===== src/rtl/hc193_clk.sv =====
// hc193_clk: clk-synchronous 74HC193 presettable 4-bit up/down counter with cascade carry/borrow
module hc193_clk #(
  parameter int SYNC_STAGES = 0,
  parameter bit TC_REG      = 0
) (
  input  logic clk,
  input  logic p14,
  input  logic p5,
  input  logic p4,
  input  logic p11,
  input  logic p15,
  input  logic p1,
  input  logic p10,
  input  logic p9,
  output logic p3,
  output logic p2,
  output logic p6,
  output logic p7,
  output logic p12,
  output logic p13
);
  logic [2:0] raw, s;
  logic ld_n, up_s, dn_s, prev_up, prev_dn, up_edge, dn_edge, tcu_c, tcd_c;
  logic [3:0] q;
  assign raw = {p11, p5, p4};
  generate
    if (SYNC_STAGES == 0) begin : g_direct
      assign s = raw;
    end else begin : g_sync
      logic [2:0] sh [SYNC_STAGES];
      // Idle-high reset keeps pulse pins from looking like fresh edges after clear
      always_ff @(posedge clk or posedge p14)
        if (p14) for (int i = 0; i < SYNC_STAGES; i++) sh[i] <= '1;
        else begin
          sh[0] <= raw;
          for (int i = 1; i < SYNC_STAGES; i++) sh[i] <= sh[i-1];
        end
      assign s = sh[SYNC_STAGES-1];
    end
  endgenerate
  assign {ld_n, up_s, dn_s} = s;
  assign up_edge = ~prev_up & up_s & dn_s;
  assign dn_edge = ~prev_dn & dn_s & up_s;
  always_ff @(posedge clk or posedge p14)
    if (p14) begin
      q       <= '0;
      prev_up <= 1'b1;
      prev_dn <= 1'b1;
    end else begin
      prev_up <= up_s;
      prev_dn <= dn_s;
      q <= !ld_n                 ? {p9, p10, p1, p15} :
           (up_edge && !dn_edge) ? q + 4'd1 :
           (dn_edge && !up_edge) ? q - 4'd1 : q;
    end
  assign tcu_c = ~((q == 4'd15) & ~up_s);
  assign tcd_c = ~((q == 4'd0) & ~dn_s);
  generate
    if (TC_REG) begin : g_tc_reg
      always_ff @(posedge clk or posedge p14)
        if (p14) {p12, p13} <= 2'b11;
        else {p12, p13} <= {tcu_c, tcd_c};
    end else begin : g_tc_comb
      assign {p12, p13} = {tcu_c, tcd_c};
    end
  endgenerate
  assign {p7, p6, p2, p3} = q;
endmodule

===== config.mk =====
export PLATFORM = sky130hd
export DESIGN_NAME = hc193_clk
export DESIGN_NICKNAME = d
export VERILOG_FILES = /design/src/rtl/hc193_clk.sv
export SDC_FILE = /design/constraint.sdc
export NUM_CORES = 1
export LEC_CHECK = 0
export ABC_AREA = 1
export CORE_AREA = 2 2 39 41
export CTS_BUF_LIST = sky130_fd_sc_hd__clkbuf_4
export CTS_CLUSTER_SIZE = 28
export DETAILED_ROUTE_END_ITERATION = 8
export DIE_AREA = 0 0 41 43
export SLEW_MARGIN = 25
export SYNTH_ARGS = -nofsm -noshare
export SYNTH_HDL_FRONTEND = slang
export SYNTH_SLANG_ARGS = --single-unit
export TNS_END_PERCENT = 10

===== constraint.sdc =====
create_clock -name clk -period 2.04 [get_ports clk]
set_input_delay 0.408 -clock clk [delete_from_list [all_inputs] [get_ports clk]]
set_output_delay 0.408 -clock clk [all_outputs]
set_load 0.1 [all_outputs]

==> key figures <==
Drt
  – DRC Markers: 0
  – Routed Antenna Nets: 0
  – Via count: 420
  – Routed wire length: 882 um
  – Via density per instance: 4.42
  – Routed wire per std cell: 9.28 um
  – Number of DRC markers in iteration 0: 2
  – Pre-antenna DRT Iters: 4

Power
  – Clock power share: 22.1%
  – Comb power frac: 50.4%
  – Net Sw Frac: 46.6%
  – Pint: 0.320 mW
  – Total leakage power: 0.334 nW
  – Maximum vdd ir drop: 423 uV
  – Sw power: 0.279 mW
  – Power per cell area: 912 nW/um2
  – Flop pwr share: 27.5%

Layout
  – Share of cells above drive strength 1: 27.8%
  – Fillers: 147
  – Register area: 153 um2
  – Fin area: 657 um2
  – Synth-to-layout area growth: 54.9%
  – Area of the multi-input gates: 240 um2
  – Final nets: 92
  – ANT cells: 0

Clock network
  – # Post-CTS Setup Buffers: 0
  – CTS clk-pin slew, worst paths: 0.05 ns
  – Clock buffer count from CTS: 3
  – Hold_buf cts: 0
  – Htree depth: 1
  – Clk root buf: clkbuf_4
  – Sink Count: 6
  – CTS tree: done
  – Worst-Skew Late Latency: 0.25 ns
  – CTS resizes: 0
  – CTS max path bufs: 2

Floorplan
  – Starting Density: 30.7%
  – Die Area: 1760 um2
  – Die X-Extent: 41 um
  – # rows: 14
  – I/O pins: 15
  – Core area: 1380 um2
  – Die Height: 43 um

Yosys
  – Warnings from Yosys: 0
  – Post-synthesis register bit count: 6
  – Post-synth top area cell: dfrtp_1
  – Synth cell types: 17
  – Post-synthesis xor/xnor area fraction: 2.06%
  – Mux cell area share after synthesis: 0%
  – Sequential area share after synthesis: 36.0%
  – Largest cells by area after synthesis: dfrtp_1 (24%), nand2_1 (16%), dfstp_2 (12%), inv_1 (8.8%), nand3_1 (7.1%)
  – Compound-Gate Fraction of Synth Area: 7.08%
  – Syn avg cell area: 7.31 um2
  – Largest family of logic cells by synthesized area: simple AND/OR/NAND/NOR gates
  – Cells after Synth: 58
  – Synth Cell Area: 424 um2
  – Syn nets: 70
  – Post-synthesis simple-gate area fraction: 34.5%
  – Post-synthesis adder-cell area fraction: 10.6%
  – Share of the synthesized area in the top cell type: 23.6%

Critical path
  – R2R Path End: q[3]
  – Reg2reg path depth: 12
  – CP Capture Point: p12
  – Reg-to-Reg Start: prev_dn
  – Worst path slowest cell: clkdlybuf4s50_1
  – CP arrival: 1.49 ns
  – Kind of critical path: primary input to output pin
  – Worst path top cell family by delay: buffers and inverters
  – Req. time, crit path: 1.63 ns
  – Setup slack, reg-to-reg: 0.32 ns
  – CP Cell Sequence: clkdlybuf4s50_1, buf_4, nor3_1, nand3_2, buf_12
  – Critical path peak fanout: 2
  – Worst setup EP type: output pin
  – CP Launch Type: primary input
  – Number of cells on the critical path: 5
  – Crit path buf inv count: 3
  – Max stage delay on crit path: 0.42 ns
  – Worst setup path startpoint: p5

STA
  – Fin crit period: 1.90 ns
  – FMAX: 0.526 GHz
  – Setup ws final: 0.139 ns
  – Clock Skews: 0.00433 ns
  – Final Hold Viols: 0
  – Setup violators final: 0
  – Slew Limit Fails: 0
  – Worst-margin pin slew: 0.278 ns
  – Max-slew headroom: 81.6%
  – Setup TNS: 0 ns
  – RSZ-0062 raised after global routing: no
  – Final worst-path cycle share: 93.2%

GRT
  – First-pass GRT wire length: 1.64 mm
  – Largest net degree at the start of global routing: 8
  – GRT Residual Overflow: 0
  – All-layer global routing usage: 13.9%
  – Initial antenna violation count: 0
  – Vias in the first global route: 404

Worst hold path
  – Min-Delay Path Class: primary input to async pin

Placed design
  – Detailed Place HPWL: 755 um
  – Routability congestion estimate: 0.765
  – Pre-CTS setup slack: -0.0720 ns
  – DP Area: 627 um2
  – IO buf count: 14

Job
  – Max-Cap Viols: 0

Outcome
  – Status: finished, final reports clean
-- area by class of cell --
class                           count  share of cell area (%)
Timing Repair Buffer               17                    26.3
Multi-Input combinational cell     41                    36.6
Clock buffer                        4                    4.57
Inverter                           11                    6.29
Tap cell                           16                    3.05
Sequential cell                     6                    23.2
-- metrics by stage --
step                      instances  hold slack (ns)  power, mW  util, %
after global placement           91            0.584      0.467     45.3
after floorplan                  58            0.198      0.385        -
after detailed placement         91            0.590      0.471     45.3
final                            95            0.368      0.599     47.5
after global routing             95            0.390      0.645     47.5
after CTS                        95            0.368      0.608     47.5
-- cell usage after synthesis, drive strengths merged --
master	n
a31oi	1
dfrtp	4
dfstp	2
fa	1
ha	2
inv	11
nand2	19
nand3	7
nor2	4
nor3	2
o21ai	4
xnor2	1
-- registers in the layout, indices dropped and copies added, names as in the netlist --
register	count
q	4
prev_dn	1
prev_up	1
-- power by group through the flow --
stage	logic [mW]	registers, mW	clock network [mW]
floorplan	0.110	0.275	0
global placement	0.300	0.167	0
detailed placement	0.304	0.167	0
CTS	0.305	0.165	0.138
global route	0.324	0.169	0.152
finish	0.302	0.165	0.132
-- logic make-up (layout without fill, tap and decap cells) --
logic type,count (synthesis),count (layout)
simple gates,32,32
flops,6,6
xor+xnor,1,1
buf+inv,11,32
compound gates,5,5
fa+ha+maj,3,3
-- how the worst min path moves through the flow --
stage          start   end  depth (start not counted)
6_report         p14  q[2]                          2
5_1_grt          p14  q[1]                          2
4_1_cts          p14  q[2]                          2
3_5_place_dp    q[3]  q[3]                          2
3_3_place_gp    q[2]  q[2]                          2
2_1_floorplan    p14  q[0]                          1
-- layout by cell type, fill, tap and decap left out --
cell and instances:
nand2_1 18, inv_1 10, clkdlybuf4s50_1 8, buf_4 7, nand3_1 4, clkbuf_4 4, dfrtp_1 4, nor2_1 3
nand3_2 3, o21ai_0 3, nor3_1 2, ha_1 2, buf_12 2, dfstp_2 2, nor2_4 1, inv_2 1
nand2_2 1, o21ai_2 1, xnor2_1 1, a31oi_1 1, fa_1 1
-- layer usage --
layer | track usage (%) | up-vias | wire length [um]
met5 | 0 | - | 0
met4 | 6.00 | 0 | 0
met3 | 6.28 | 0 | 40
met2 | 20.3 | 8 | 462
met1 | 16.9 | 191 | 378
li1 | - | 221 | -
No activity file was read; power rests on OpenSTA's default activity.
